[src/rtl/sum_bcd_converter.sv]
// ============================================================================
// Module      : sum_bcd_converter
// Description : Sequential double-dabble converter, binary adder sum -> packed
//               BCD, with valid/ready handshakes on input and output.
// Revision    : 1.0 - initial release
// ============================================================================
`default_nettype none

module sum_bcd_converter #(
    parameter int IN_W   = 9,
    parameter int DIGITS = 3
) (
    input  logic                  clk,
    input  logic                  rst,
    input  logic                  inValid,
    input  logic [IN_W-1:0]       inDat,
    output logic                  inReady,
    output logic                  outValid,
    input  logic                  outReady,
    output logic [4*DIGITS-1:0]   outBcd
);

    localparam int c_BCD_W = 4 * DIGITS;
    localparam int c_SR_W  = c_BCD_W + IN_W;
    localparam int c_CNT_W = $clog2(IN_W + 1);
    localparam logic [c_CNT_W-1:0] c_LAST_CNT = c_CNT_W'(IN_W - 1);

    typedef enum logic [1:0] {
        IDLE = 2'd0,
        CONV = 2'd1,
        DONE = 2'd2
    } state_t;

    state_t               state_q, state_d;
    logic [c_SR_W-1:0]    sr_q, sr_d;
    logic [c_CNT_W-1:0]   cnt_q, cnt_d;
    logic [c_BCD_W-1:0]   out_bcd_q, out_bcd_d;
    logic                 out_valid_q, out_valid_d;
    logic [c_SR_W-1:0]    sr_adj;
    logic [c_SR_W-1:0]    sr_shift;

    // Add-3 correction is decided on the pre-shift value for all digits at once.
    always_comb begin
        sr_adj = sr_q;
        for (int i = 0; i < DIGITS; i++) begin
            if (sr_q[IN_W + 4*i +: 4] >= 4'd5) begin
                sr_adj[IN_W + 4*i +: 4] = sr_q[IN_W + 4*i +: 4] + 4'd3;
            end
        end
        sr_shift = {sr_adj[c_SR_W-2:0], 1'b0};
    end

    always_comb begin
        state_d     = state_q;
        sr_d        = sr_q;
        cnt_d       = cnt_q;
        out_bcd_d   = out_bcd_q;
        out_valid_d = out_valid_q;
        case (state_q)
            IDLE: begin
                out_valid_d = 1'b0;
                if (inValid) begin
                    sr_d    = {{c_BCD_W{1'b0}}, inDat};
                    cnt_d   = '0;
                    state_d = CONV;
                end
            end
            CONV: begin
                sr_d  = sr_shift;
                cnt_d = cnt_q + 1'b1;
                if (cnt_q == c_LAST_CNT) begin
                    out_bcd_d   = sr_shift[c_SR_W-1 -: c_BCD_W];
                    out_valid_d = 1'b1;
                    state_d     = DONE;
                end
            end
            DONE: begin
                if (outReady) begin
                    out_valid_d = 1'b0;
                    state_d     = IDLE;
                end
            end
            default: begin
                out_valid_d = 1'b0;
                state_d     = IDLE;
            end
        endcase
    end

    always_ff @(posedge clk) begin
        if (rst) begin
            state_q     <= IDLE;
            sr_q        <= '0;
            cnt_q       <= '0;
            out_bcd_q   <= '0;
            out_valid_q <= 1'b0;
        end else begin
            state_q     <= state_d;
            sr_q        <= sr_d;
            cnt_q       <= cnt_d;
            out_bcd_q   <= out_bcd_d;
            out_valid_q <= out_valid_d;
        end
    end

    // Readiness must not depend on inValid, so it is decoded from state alone.
    assign inReady  = (state_q == IDLE) && !rst;
    assign outValid = out_valid_q;
    assign outBcd   = out_bcd_q;

endmodule

`default_nettype wire

[config.mk]
export PLATFORM = sky130hd
export DESIGN_NAME = sum_bcd_converter
export DESIGN_NICKNAME = d
export VERILOG_FILES = /design/src/rtl/sum_bcd_converter.sv
export SDC_FILE = /design/constraint.sdc
export NUM_CORES = 1
export LEC_CHECK = 0
export ABC_AREA = 1
export CORE_AREA = 2 2 64 66
export CTS_CLUSTER_DIAMETER = 60
export CTS_CLUSTER_SIZE = 24
export DETAILED_ROUTE_END_ITERATION = 12
export DIE_AREA = 0 0 66 68
export PLACE_DENSITY_LB_ADDON = 0.2
export SLEW_MARGIN = 20
export SYNTH_ARGS = -nofsm -noshare
export SYNTH_HDL_FRONTEND = slang
export SYNTH_SLANG_ARGS = --single-unit
[constraint.sdc]
create_clock -name clk -period 2.1 [get_ports clk]
set_clock_uncertainty 0.1 [all_clocks]
set_input_delay 0.42 -clock clk [delete_from_list [all_inputs] [get_ports clk]]
set_output_delay 0.42 -clock clk [all_outputs]
set_load 0.005 [all_outputs]
Word level (Yosys, flattened, before mapping)

Index checks and enable logic that the tools add are counted.

Bits in registers: 40
Bits of input ports: 13
Output and inout port bits: 14

Add/subtract/negate cells: 4
Order comparisons: 3
Equal/unequal tests: 6
Mux-type cells: 14
Reductions and logical operators: 8

Operators with widths:

| kind                                                               | count |
|---|---|
| one-hot mux 21 bit (2 select lines)                                | 1 |
| two-way mux 21 bit                                                 | 1 |
| greater-or-equal comparator 4 x 3 -> 1 bit (second input constant) | 3 |
| two-way mux 4 bit                                                  | 3 |
| adder 4 x 2 -> 4 bit (second input constant)                       | 2 |
| one-hot mux 4 bit (2 select lines)                                 | 1 |
| two-way mux 2 bit                                                  | 3 |
| inequality test 2 bit (second input constant)                      | 3 |
| one-hot mux 2 bit (3 select lines)                                 | 1 |
| AND reduction 2 bit                                                | 3 |
| adder 4 x 1 -> 4 bit (second input constant)                       | 1 |
| == test 4 bit (second input constant)                              | 1 |
| adder 3 x 2 -> 3 bit (second input constant)                       | 1 |
| two-way mux 3 bit                                                  | 1 |
| AND reduction 3 bit                                                | 1 |
| == test 2 x 1 -> 1 bit (second input constant)                     | 1 |
| == test 2 bit (second input constant)                              | 1 |
| zero test 2 bit                                                    | 1 |
| two-way mux 1 bit                                                  | 2 |
| one-hot mux 1 bit (2 select lines)                                 | 1 |
| nonzero test 2 bit                                                 | 1 |
| logical AND 1 bit                                                  | 1 |
| zero test 1 bit                                                    | 1 |

Logic depth before layout (Yosys ltp)

Depth in word-level cells: 3
Gate-level depth with buffers: 10
Gate-level depth less buffers: 10

Least setup slack after synthesis

Ideal clock, no wire load.

Path type: in2out
From: input rst
To: output inReady
Arrival time: 1.001 ns
Required time: 1.580 ns
Path slack: 0.579 ns
Stages on the path: 3
Path buffers: 2
Path through: clkbuf_1 -> clkbuf_1 -> nor3_1

Longest elaborated chain between the ends: 2

RTL lines:

| item              | RTL line | text |
|---|---|---|
| start, declared   | 14       | `input logic rst,` |
| zero test 1 bit   | 107      | `assign inReady = (state_q == IDLE) && !rst;` |
| logical AND 1 bit | 107      |  |
| end, declared     | 17       | `output logic inReady,` |

No other way between the ends.

Worst setup path after layout

Ends and elaborated chain as after synthesis.

==> impl_metrics.json <==
{
  "start_util_pct": 51.5,
  "num-fill-cells": 366,
  "min_from": "outBcd[3]$_SDFFE_PP0P_",
  "vias": 1766,
  "syn_area_per_cell_sq_um": 6.97,
  "tightest_slew_ps": 359,
  "p_per_area_nw_per_um2": 598,
  "slew_viol_final": 0,
  "synthesis.nets": 306,
  "final-setup-viol-count": 0,
  "post-route-drc-count": 0,
  "post_drt_via_cell_ratio": 4.91,
  "die-area_sq_um": 4490,
  "cp_data_required_time_ps": 1580,
  "clk_latency_ps": 290,
  "hold_viol_final": 0,
  "arrival_ps": 1290,
  "hold_path_end": "outBcd[3]$_SDFFE_PP0P_",
  "final_cells": 360,
  "clock_path_buffers": 2,
  "cellLeakagePower_uw": 0.000959,
  "grt_pass1_vias": 1505,
  "cts_buffers": 5,
  "max_freq_mhz": 554,
  "syn_to_final_growth_pct": 16.5,
  "netlist_top_cells_area": "dfxtp_1 (40%), nand2_1 (19%), inv_1 (5.9%), a21oi_1 (5.5%), ha_1 (5.0%)",
  "yosys.area.top_type": "dfxtp_1",
  "netlist_area_sq_um": 1990,
  "vdd_ir_drop_max_mv": 0.439,
  "final_cell_mix": "nand2_1 (102), dfxtp_1 (40), inv_1 (31), clkdlybuf4s50_1 (25)",
  "ys_seq_area_share_pct": 40.3,
  "drt.antenna.violating_nets": 0,
  "ioPinCount": 27,
  "clockRootBuffer": "clkbuf_8",
  "drive_gt1_share_pct": 5.16,
  "timing.final.crit_share_pct": 86.0,
  "rrSetupSlack_ps": 470,
  "timing.rr.start": "cnt_q[0]$_SDFFE_PP0P_",
  "dpl_cell_area_sq_um": 2240,
  "firstDrtPassIters": 4,
  "relSlewSlack_pct": 76.1,
  "final_area_sq_um": 2310,
  "synth_top_area_share_pct": 40.3,
  "drtIter0Drc": 114,
  "grt_start_max_net_pins": 35,
  "clk_pin_slew_worst_paths_ps": 70,
  "min_path_type": "reg -> reg",
  "cts.sinks": 40,
  "htreeDepth": 2,
  "worstSetupPathType": "in -> out",
  "grt_pass1_wl_microns": 6200,
  "crit_fanout": 2,
  "ys_types": 20,
  "ys_seq_elements": 40,
  "min_delay_path_depth": 2,
  "cap_viol_max_count": 0,
  "start_kind": "primary input",
  "antenna_found_initial": 0,
  "grt_setup_unrepaired": "no",
  "ctsHoldBuffers": 0,
  "wl_per_cell_microns": 10.4,
  "dp_hpwl_microns": 2580,
  "n_antenna_cell": 0,
  "layout_min_cycle_time_ps": 1810,
  "dp.cells": 353,
  "core_area_sq_um": 3860,
  "die_x_microns": 66,
  "cts_resized": 1,
  "cts_tree": "built",
  "rr_endpoint": "outBcd[8]$_SDFFE_PP0P_",
  "gp_congestion": 0.882,
  "grt_overflow": 0,
  "status": "finished, final reports clean",
  "die_h_microns": 68,
  "num_rows": 23,
  "port_buffers": 26,
  "postSynthCellCount": 285,
  "grtUsageTotal_pct": 18.1,
  "wl_microns": 3740,
  "layout.nets": 331,
  "post_cts_buffers": 0,
  "yosysWarnings": 0,
  "final_common_cell": "nand2_1",
  "crit_path_end_kind": "output pin",
  "rr_worst_depth": 9
}
[where the power goes]
part           internal [uW]  total [uW]  leakage [uW]  switching [uW]
clock                    226         470     0.0000410             244
sequential               775         786      0.000324            11.0
combinational           50.5         126      0.000593            75.5
total                   1050        1380      0.000959             331
[kinds of logic after synthesis]
kind of cell	after synthesis	synth area share, %
adder cells (fa/ha/maj)	8	5.04
AND/OR/NAND/NOR	157	33.6
multiplexers	2	1.01
flip-flops	40	40.3
AO/OA/AOI/OAI	33	8.70
buffers and inverters	45	11.3
[synth_stat cells (all sizes together)]
cell / instances
a21oi: 22
a22oi: 1
a31oi: 4
buf: 8
clkbuf: 4
dfxtp: 40
ha: 8
inv: 33
mux2i: 2
nand2: 102
nand3: 20
nand4: 6
nor2: 26
nor3: 3
o21ai: 6
[registers in the layout, summed over array words and instances, names as in the netlist]
name and flops:
outBcd 12, state_q 2, sr_q 21, outValid 1, cnt_q 4
[final cells by class]
cell class | instances | area, sq um | area share (%)
multi-input cells | 200 | 960 | 41.5
flip-flops and latches | 40 | 801 | 34.6
repair buffers | 30 | 289 | 12.5
inverters | 33 | 124 | 5.35
clock buffers | 6 | 72.6 | 3.14
well taps | 50 | 62.6 | 2.70
clock inverters | 1 | 5.00 | 0.216
[layer usage]
layer / up-vias / GRT usage, % / routed length, microns
met4: 0 / 7.14 / 51
met1: 783 / 21.4 / 1710
met2: 36 / 31.7 / 1860
li1: 941 / - / -
met5: - / 0 / 0
met3: 6 / 4.44 / 121
[how the worst max path moves through the flow]
stage               start      end
detailed placement    rst  inReady
finish                rst  inReady
global placement      rst  inReady
global route          rst  inReady
floorplan             rst  inReady
CTS                   rst  inReady
[per-stage QoR]
stage          utilization (%)  setup slack [ps]  TNS, ps  power (uW)  hold WS (ps)
4_1_cts                   60.0               275        0        1400           366
3_5_place_dp              58.0             -7.13    -7.13         932           355
2_1_floorplan                -               579        0         902           339
6_report                  60.0               294        0        1380           365
3_3_place_gp              58.0             -11.1    -11.1         931           352
5_1_grt                   60.0               261        0        1450           378
[critical path, cell delays in order]
cell and delay, ps:
clkdlybuf4s50_1 470, nor3_1 140, dlygate4sd2_1 260
(Power assumes the default switching activity.)
